<file path="src/rtl/mdio_pkg.sv">
// Shared types, frame constants and default timing for the MDIO request sequencer.
package mdio_pkg;

    typedef enum logic [1:0] {
        StIdle,
        StStart,
        StBusy,
        StResp
    } state_e;

    localparam logic [1:0] ST    = 2'b01;
    localparam logic [1:0] OP_WR = 2'b01;
    localparam logic [1:0] OP_RD = 2'b10;
    localparam logic [1:0] TA    = 2'b10;

    localparam int unsigned DEF_START_HOLD     = 4;
    localparam int unsigned DEF_FRAME_CYCLES   = 128;
    localparam int unsigned DEF_TIMEOUT_CYCLES = 256;

    function automatic logic [31:0] build_frame(input logic        write,
                                                input logic [4:0]  phy,
                                                input logic [4:0]  regad,
                                                input logic [15:0] wdata);
        return {ST, (write ? OP_WR : OP_RD), phy, regad, TA, (write ? wdata : 16'h0000)};
    endfunction

endpackage

</file>
<file path="src/rtl/mdio_controller_if.sv">
// Request/response and generator-side signal bundle of the MDIO controller.
interface mdio_controller_if #(
    parameter int unsigned N_REQ = 2
);
    logic [N_REQ-1:0]    req_valid;
    logic [N_REQ-1:0]    req_write;
    logic [5*N_REQ-1:0]  req_phy;
    logic [5*N_REQ-1:0]  req_reg;
    logic [16*N_REQ-1:0] req_wdata;
    logic [N_REQ-1:0]    req_ready;
    logic [N_REQ-1:0]    resp_valid;
    logic [15:0]         resp_rdata;
    logic                resp_err;
    logic                busy;
    logic                mdio_start;
    logic [31:0]         t_data;
    logic [15:0]         rd_data;
    logic                data_rdy;

    // Environment side: requesters plus the frame generator.
    modport master (
        output req_valid, req_write, req_phy, req_reg, req_wdata, rd_data, data_rdy,
        input  req_ready, resp_valid, resp_rdata, resp_err, busy, mdio_start, t_data
    );

    // Controller side.
    modport slave (
        input  req_valid, req_write, req_phy, req_reg, req_wdata, rd_data, data_rdy,
        output req_ready, resp_valid, resp_rdata, resp_err, busy, mdio_start, t_data
    );
endinterface

</file>
<file path="src/rtl/mdio_rr_arbiter.sv">
// Round-robin one-hot arbiter; the search starts just after the last granted requester.
module mdio_rr_arbiter #(
    parameter int unsigned N_REQ = 2
) (
    input  logic                     clk,
    input  logic                     reset,
    input  logic [N_REQ-1:0]         req_valid,
    input  logic                     accept,
    output logic [N_REQ-1:0]         grant_oh,
    output logic [$clog2(N_REQ)-1:0] grant_idx
);
    localparam int unsigned IdxW = $clog2(N_REQ);

    logic [IdxW-1:0] last_grant_q;
    logic [IdxW-1:0] cand;
    logic            found;
    int unsigned     sum;

    always_comb begin
        grant_oh  = '0;
        grant_idx = '0;
        found     = 1'b0;
        cand      = '0;
        sum       = 0;
        for (int unsigned off = 1; off <= N_REQ; off++) begin
            sum = int'(last_grant_q) + off;
            if (sum >= N_REQ) begin
                sum = sum - N_REQ;
            end
            cand = sum[IdxW-1:0];
            if (!found && req_valid[cand]) begin
                found          = 1'b1;
                grant_idx      = cand;
                grant_oh[cand] = 1'b1;
            end
        end
    end

    always_ff @(posedge clk or posedge reset) begin
        if (reset) begin
            last_grant_q <= IdxW'(N_REQ - 1);
        end else if (accept) begin
            last_grant_q <= grant_idx;
        end
    end

endmodule

</file>
<file path="src/rtl/mdio_controller.sv">
// Arbitrates MDIO register requests, sequences one management frame at a time through the
// generator and returns read data or a timeout error to the granted requester.
module mdio_controller
    import mdio_pkg::*;
#(
    parameter int unsigned N_REQ          = 2,
    parameter int unsigned START_HOLD     = DEF_START_HOLD,
    parameter int unsigned FRAME_CYCLES   = DEF_FRAME_CYCLES,
    parameter int unsigned TIMEOUT_CYCLES = DEF_TIMEOUT_CYCLES
) (
    input logic         clk,
    input logic         reset,
    mdio_controller_if.slave bus
);
    localparam int unsigned IdxW = $clog2(N_REQ);

    state_e           state_q, state_d;
    logic [8:0]       cnt_q, cnt_d;
    logic [IdxW-1:0]  grant_q;
    logic             write_q;
    logic [31:0]      t_data_q;
    logic [15:0]      rdata_q, rdata_d;
    logic             err_q, err_d;
    logic [N_REQ-1:0] req_ready_q;
    logic [N_REQ-1:0] resp_oh;
    logic             accept;

    logic [N_REQ-1:0] grant_oh;
    logic [IdxW-1:0]  grant_idx;
    logic             sel_write;
    logic [4:0]       sel_phy, sel_reg;
    logic [15:0]      sel_wdata;

    mdio_rr_arbiter #(
        .N_REQ(N_REQ)
    ) u_arbiter (
        .clk      (clk),
        .reset    (reset),
        .req_valid(bus.req_valid),
        .accept   (accept),
        .grant_oh (grant_oh),
        .grant_idx(grant_idx)
    );

    always_comb begin
        sel_write = 1'b0;
        sel_phy   = '0;
        sel_reg   = '0;
        sel_wdata = '0;
        for (int unsigned i = 0; i < N_REQ; i++) begin
            if (grant_oh[i]) begin
                sel_write = bus.req_write[i];
                sel_phy   = bus.req_phy[5*i +: 5];
                sel_reg   = bus.req_reg[5*i +: 5];
                sel_wdata = bus.req_wdata[16*i +: 16];
            end
        end
    end

    always_comb begin
        state_d = state_q;
        accept  = 1'b0;
        rdata_d = rdata_q;
        err_d   = err_q;
        // Counter saturates so a stalled frame can never alias back into a valid count.
        cnt_d   = (cnt_q == 9'h1FF) ? cnt_q : cnt_q + 9'd1;
        unique case (state_q)
            StIdle: begin
                cnt_d = cnt_q;
                if (|bus.req_valid) begin
                    accept  = 1'b1;
                    cnt_d   = '0;
                    state_d = StStart;
                end
            end
            StStart: begin
                if (cnt_q == 9'(START_HOLD - 1)) begin
                    state_d = StBusy;
                end
            end
            StBusy: begin
                if (write_q) begin
                    if (cnt_q == 9'(FRAME_CYCLES - 1)) begin
                        err_d   = 1'b0;
                        state_d = StResp;
                    end
                end else if (bus.data_rdy) begin
                    rdata_d = bus.rd_data;
                    err_d   = 1'b0;
                    state_d = StResp;
                end else if (cnt_q == 9'(TIMEOUT_CYCLES - 1)) begin
                    rdata_d = 16'hFFFF;
                    err_d   = 1'b1;
                    state_d = StResp;
                end
            end
            StResp: begin
                cnt_d   = cnt_q;
                state_d = StIdle;
            end
            default: state_d = StIdle;
        endcase
    end

    always_ff @(posedge clk or posedge reset) begin
        if (reset) begin
            state_q     <= StIdle;
            cnt_q       <= '0;
            grant_q     <= '0;
            write_q     <= 1'b0;
            t_data_q    <= '0;
            rdata_q     <= '0;
            err_q       <= 1'b0;
            req_ready_q <= '0;
        end else begin
            state_q     <= state_d;
            cnt_q       <= cnt_d;
            rdata_q     <= rdata_d;
            err_q       <= err_d;
            req_ready_q <= accept ? grant_oh : '0;
            if (accept) begin
                grant_q  <= grant_idx;
                write_q  <= sel_write;
                t_data_q <= build_frame(sel_write, sel_phy, sel_reg, sel_wdata);
            end
        end
    end

    always_comb begin
        resp_oh = '0;
        if (state_q == StResp) begin
            resp_oh[grant_q] = 1'b1;
        end
    end

    // Outputs decode registered state only, so reset clears them asynchronously.
    assign bus.req_ready  = req_ready_q;
    assign bus.resp_valid = resp_oh;
    assign bus.resp_rdata = rdata_q;
    assign bus.resp_err   = err_q;
    assign bus.busy       = (state_q != StIdle);
    assign bus.mdio_start = (state_q == StStart);
    assign bus.t_data     = t_data_q;

endmodule

</file>
<file path="src/flat_wrapper.sv">
// flat-port wrapper written by rule: the top's interface ports become plain ports
module mdio_controller_flat import mdio_pkg::*;
#(
    parameter int unsigned N_REQ          = 2,
    parameter int unsigned START_HOLD     = DEF_START_HOLD,
    parameter int unsigned FRAME_CYCLES   = DEF_FRAME_CYCLES,
    parameter int unsigned TIMEOUT_CYCLES = DEF_TIMEOUT_CYCLES
)
  (clk, reset, bus_req_valid, bus_req_write, bus_req_phy, bus_req_reg, bus_req_wdata, bus_rd_data, bus_data_rdy, bus_req_ready, bus_resp_valid, bus_resp_rdata, bus_resp_err, bus_busy, bus_mdio_start, bus_t_data);
  mdio_controller_if #(.N_REQ(N_REQ)) bus_i ();
  input logic clk;
  input logic reset;
  input wire logic [$bits(bus_i.req_valid)-1:0] bus_req_valid;
  input wire logic [$bits(bus_i.req_write)-1:0] bus_req_write;
  input wire logic [$bits(bus_i.req_phy)-1:0] bus_req_phy;
  input wire logic [$bits(bus_i.req_reg)-1:0] bus_req_reg;
  input wire logic [$bits(bus_i.req_wdata)-1:0] bus_req_wdata;
  input wire logic [$bits(bus_i.rd_data)-1:0] bus_rd_data;
  input wire logic [$bits(bus_i.data_rdy)-1:0] bus_data_rdy;
  output wire logic [$bits(bus_i.req_ready)-1:0] bus_req_ready;
  output wire logic [$bits(bus_i.resp_valid)-1:0] bus_resp_valid;
  output wire logic [$bits(bus_i.resp_rdata)-1:0] bus_resp_rdata;
  output wire logic [$bits(bus_i.resp_err)-1:0] bus_resp_err;
  output wire logic [$bits(bus_i.busy)-1:0] bus_busy;
  output wire logic [$bits(bus_i.mdio_start)-1:0] bus_mdio_start;
  output wire logic [$bits(bus_i.t_data)-1:0] bus_t_data;
  assign bus_i.req_valid = bus_req_valid;
  assign bus_i.req_write = bus_req_write;
  assign bus_i.req_phy = bus_req_phy;
  assign bus_i.req_reg = bus_req_reg;
  assign bus_i.req_wdata = bus_req_wdata;
  assign bus_i.rd_data = bus_rd_data;
  assign bus_i.data_rdy = bus_data_rdy;
  assign bus_req_ready = bus_i.req_ready;
  assign bus_resp_valid = bus_i.resp_valid;
  assign bus_resp_rdata = bus_i.resp_rdata;
  assign bus_resp_err = bus_i.resp_err;
  assign bus_busy = bus_i.busy;
  assign bus_mdio_start = bus_i.mdio_start;
  assign bus_t_data = bus_i.t_data;
  mdio_controller #(.N_REQ(N_REQ), .START_HOLD(START_HOLD), .FRAME_CYCLES(FRAME_CYCLES), .TIMEOUT_CYCLES(TIMEOUT_CYCLES)) u_core (.clk(clk), .reset(reset), .bus(bus_i));
endmodule
</file>
<file path="config.mk">
export PLATFORM = sky130hd
export DESIGN_NAME = mdio_controller_flat
export DESIGN_NICKNAME = d
export VERILOG_FILES = /design/src/rtl/mdio_pkg.sv /design/src/rtl/mdio_controller_if.sv /design/src/rtl/mdio_rr_arbiter.sv /design/src/rtl/mdio_controller.sv /design/src/flat_wrapper.sv
export SDC_FILE = /design/constraint.sdc
export NUM_CORES = 1
export LEC_CHECK = 0
export BUFFER_PORTS_ARGS = -buffer_cell sky130_fd_sc_hd__buf_2
export CORE_ASPECT_RATIO = 0.7
export CORE_MARGIN = 2
export CORE_UTILIZATION = 43
export CTS_BUF_LIST = sky130_fd_sc_hd__clkbuf_8
export DETAILED_ROUTE_END_ITERATION = 8
export PLACE_DENSITY = 0.79
export REMOVE_ABC_BUFFERS = 1
export SYNTH_ARGS = -nofsm -noshare
export SYNTH_HDL_FRONTEND = slang
export SYNTH_SLANG_ARGS = --single-unit
</file>
<file path="constraint.sdc">
create_clock -name clk -period 2 [get_ports clk]
set_input_delay 0.4 -clock clk [delete_from_list [all_inputs] [get_ports clk]]
set_output_delay 0.4 -clock clk [all_outputs]
set_load 0.01 [all_outputs]
</file>
==> metrics.md <==
| Metric | Value |
|---|---|
| Status | `finished, final reports clean` |
| Layout Cells excl Fill | `494` |
| Drt via density | `5.176` |
| Syn-to-layout area delta | `40.14%` |
| PortBufs | `127` |
| Post-synthesis area per instance | `10.38 um^2` |
| Antenna violations before repair | `0` |
| RSZ-0062 raised after global routing | `true` |
| Worst-path clk slew | `0.07 ns` |
| Clock root buffer | `clkbuf_8` |
| Final min period | `1.993 ns` |
| Die X | `99.41 um` |
| Final ANT Viol Nets | `0` |
| Post-placement setup slack | `-0.1325 ns` |
| Worst-Margin Slew | `0.5961 ns` |
| Die Footprint | `7037 um^2` |
| Clk sinks | `61` |
| Bufs on Longest Clock Path | `2` |
| Wire per inst | `13.85 um` |
| ANT cells | `0` |
| Tot GR Track Use | `19.20%` |
| I/O Pins | `130` |
| YS warnings | `0` |
| Register Area | `1528 um^2` |
| IR drop worst, VDD | `0.4187 mV` |
| Max Clk Rate | `0.5018 GHz` |
| Most common cell after layout, fill and taps aside | `buf_2` |
| Final Hold Fails | `0` |
| Synth Flop Type | `dfrtp_1` |
| Die height | `70.79 um` |
| Final setup viols | `0` |
| Number of remaining DRC errors | `0` |
| Row count | `24` |
| Final period util | `99.64%` |
| Max_cap viols | `0` |
| Post-Syn Area | `2740 um^2` |
| Number of H-tree levels | `3` |
| P per Cell Area | `639.9 nW/um^2` |
| Final WL | `6841 um` |
| Design area | `3840 um^2` |
| Final GP Congestion | `0.8270` |
| Vias in the first global route | `2412` |
| Drt pass-1 iters | `4` |
| Gr ovfl total | `0` |
| Post-synth EDFFs | `0` |
| Commonest cells after routing, fill and taps aside | `127 x buf_2, 60 x dfrtp_1, 47 x nand2_1` |
| Crit Path Class | `reg2reg` |
| Sequential share of the synthesized area | `55.75%` |
| Crit start category | `flip-flop` |
| CTS buffer count | `9` |
| Fin nets | `493` |
| # fillers | `519` |
| Slew headroom | `60.26%` |
| Worst setup EP type | `flip-flop` |
| Cells after DPL | `474` |
| Final HPWL DP | `4938 um` |
| Static Leak | `2.112 nW` |
| Final Skew | `0.01186 ns` |
| First-pass GRT wire length | `10850 um` |
| Via Count | `2557` |
| R2r worst-path depth | `8` |
| Initial core utilization | `44.30%` |
| Layout cell share with drive strength beyond 1 | `44.23%` |
| Worst-Skew Late Latency | `0.33 ns` |
| Reg2reg start | `u_core.cnt_q[1]` |
| CTS tree | `done` |
| R2r setup slk | `0.007 ns` |
| Post-Syn Instances | `264` |
| Final Slew Violations | `0` |
| Worst Path Required | `2.26 ns` |
| Worst EP arrival | `2.25 ns` |
| Multi-input gate area | `1147 um^2` |
| Cell variety after synth | `40` |
| Core area | `6186 um^2` |
| End of the worst register-to-register path | `u_core.cnt_q[7]` |
| Iteration-0 DRC Markers | `130` |
| Dpl cell area | `3573 um^2` |
| Final setup margin | `0.007247 ns` |
| Synth Register Bits | `61` |
| Worst Hold Class | `in2async` |
| Worst-path fanout max | `4` |
| Post-synth ARST share | `100.0%` |
| Pin count of the biggest net entering global routing | `62` |
## worst max path at each step
stage / startpoint / end / cells past startpoint
2_1_floorplan: bus_req_valid[1] / u_core.cnt_q[6] / 4
3_3_place_gp: u_core.cnt_q[0] / u_core.cnt_q[5] / 8
3_5_place_dp: u_core.cnt_q[0] / u_core.cnt_q[7] / 8
4_1_cts: u_core.cnt_q[1] / u_core.cnt_q[7] / 8
5_1_grt: u_core.cnt_q[0] / u_core.cnt_q[7] / 8
6_report: u_core.cnt_q[1] / u_core.cnt_q[7] / 8
## flip-flops by register name, indices dropped and copies added, names as in the netlist
signal and cells:
u_core.grant_q 1, u_core.bus.resp_err 1, u_core.bus.t_data 29, u_core.cnt_q 9, u_core.state_q 2, u_core.bus.resp_rdata 16, u_core.u_arbiter.last_grant_q 1, u_core.bus.req_ready 2
## where the power goes
group          internal, mW  switching [mW]
registers              1.23               0
logic                0.0718          0.0694
clock network         0.606           0.476
total                  1.91           0.546
## final cells by class
| cell class | count | area share (%) |
|---|---|---|
| clock inverter | 6 | 1.662 |
| sequential | 61 | 39.79 |
| multi-input combinational | 180 | 29.88 |
| inverter | 6 | 0.5865 |
| timing repair buffer | 153 | 21.96 |
| tap | 78 | 2.542 |
| clock buffer | 10 | 3.584 |
## Yosys cell counts, types with 2 or more instances
cell,n,area (um^2)
dfrtp_1,60,1501
nand2_1,48,180.2
a22oi_1,28,210.2
o21ai_0,21,105.1
o22a_1,16,140.1
clkbuf_1,11,41.29
nor2_1,8,30.03
ha_1,7,87.58
a21oi_1,6,30.03
inv_1,6,22.52
nor2b_1,5,31.28
buf_4,4,30.03
a21o_1,3,22.52
and2_1,3,18.77
nand3_1,3,15.01
nor3_1,3,15.01
or4_1,3,22.52
buf_2,2,10.01
nand2b_1,2,12.51
nor4_1,2,12.51
o21ai_1,2,10.01
or3_1,2,12.51
xnor2_1,2,17.52
## cell families (layout without fill, tap and decap cells)
| family | Yosys count | in the layout | share of synthesized area (%) |
|---|---|---|---|
| XOR/XNOR | 3 | 3 | 0.9591 |
| flip-flops | 61 | 61 | 55.75 |
| adder cells (fa/ha/maj) | 7 | 7 | 3.196 |
| other | 1 | 2 | 0.1369 |
| AO/OA/AOI/OAI | 81 | 81 | 20.59 |
| AND/OR/NAND/NOR | 86 | 86 | 15.02 |
| buffers and inverters | 24 | 175 | 3.927 |
| multiplexers | 1 | 1 | 0.4109 |
## layer usage
layer  global-route usage, %  vias up  share of wire, %
met5                       0        -                 0
li1                        -     1244                 -
met4                   5.784        0               1.3
met1                   25.53     1209                46
met3                   6.126       10               7.2
met2                   30.41       94                45
## per-stage QoR
stage	utilization, %	hold WS, ns	TNS [ns]	total power [mW]
4_1_cts	61.63	0.1300	-0.02331	2.483
3_3_place_gp	57.77	0.4442	-0.1481	1.394
2_1_floorplan	-	0.4643	-1.603	1.305
3_5_place_dp	57.77	0.4520	-0.3942	1.398
6_report	62.08	0.1176	0	2.457
5_1_grt	62.08	0.1411	-0.1285	2.559
## timing repair
item | CTS | global route
endpoints found under the setup margin | 4 | 3
buffers inserted | 2 | 2
hold buffers | 0 | 0
pin swaps | 6 | 3
endpoints found under the hold margin | 0 | 0
resized for setup | 7 | 5
## worst max-delay path, stage by stage, from the launching register on
cell,delay [ns]
dfrtp_1,0.38
ha_2,0.19
nand2_2,0.07
nor3_2,0.05
ha_2,0.19
nor2b_4,0.14
or4_4,0.43
or3_4,0.34
a21oi_2,0.13
No activity file was read; power rests on OpenSTA's default activity.
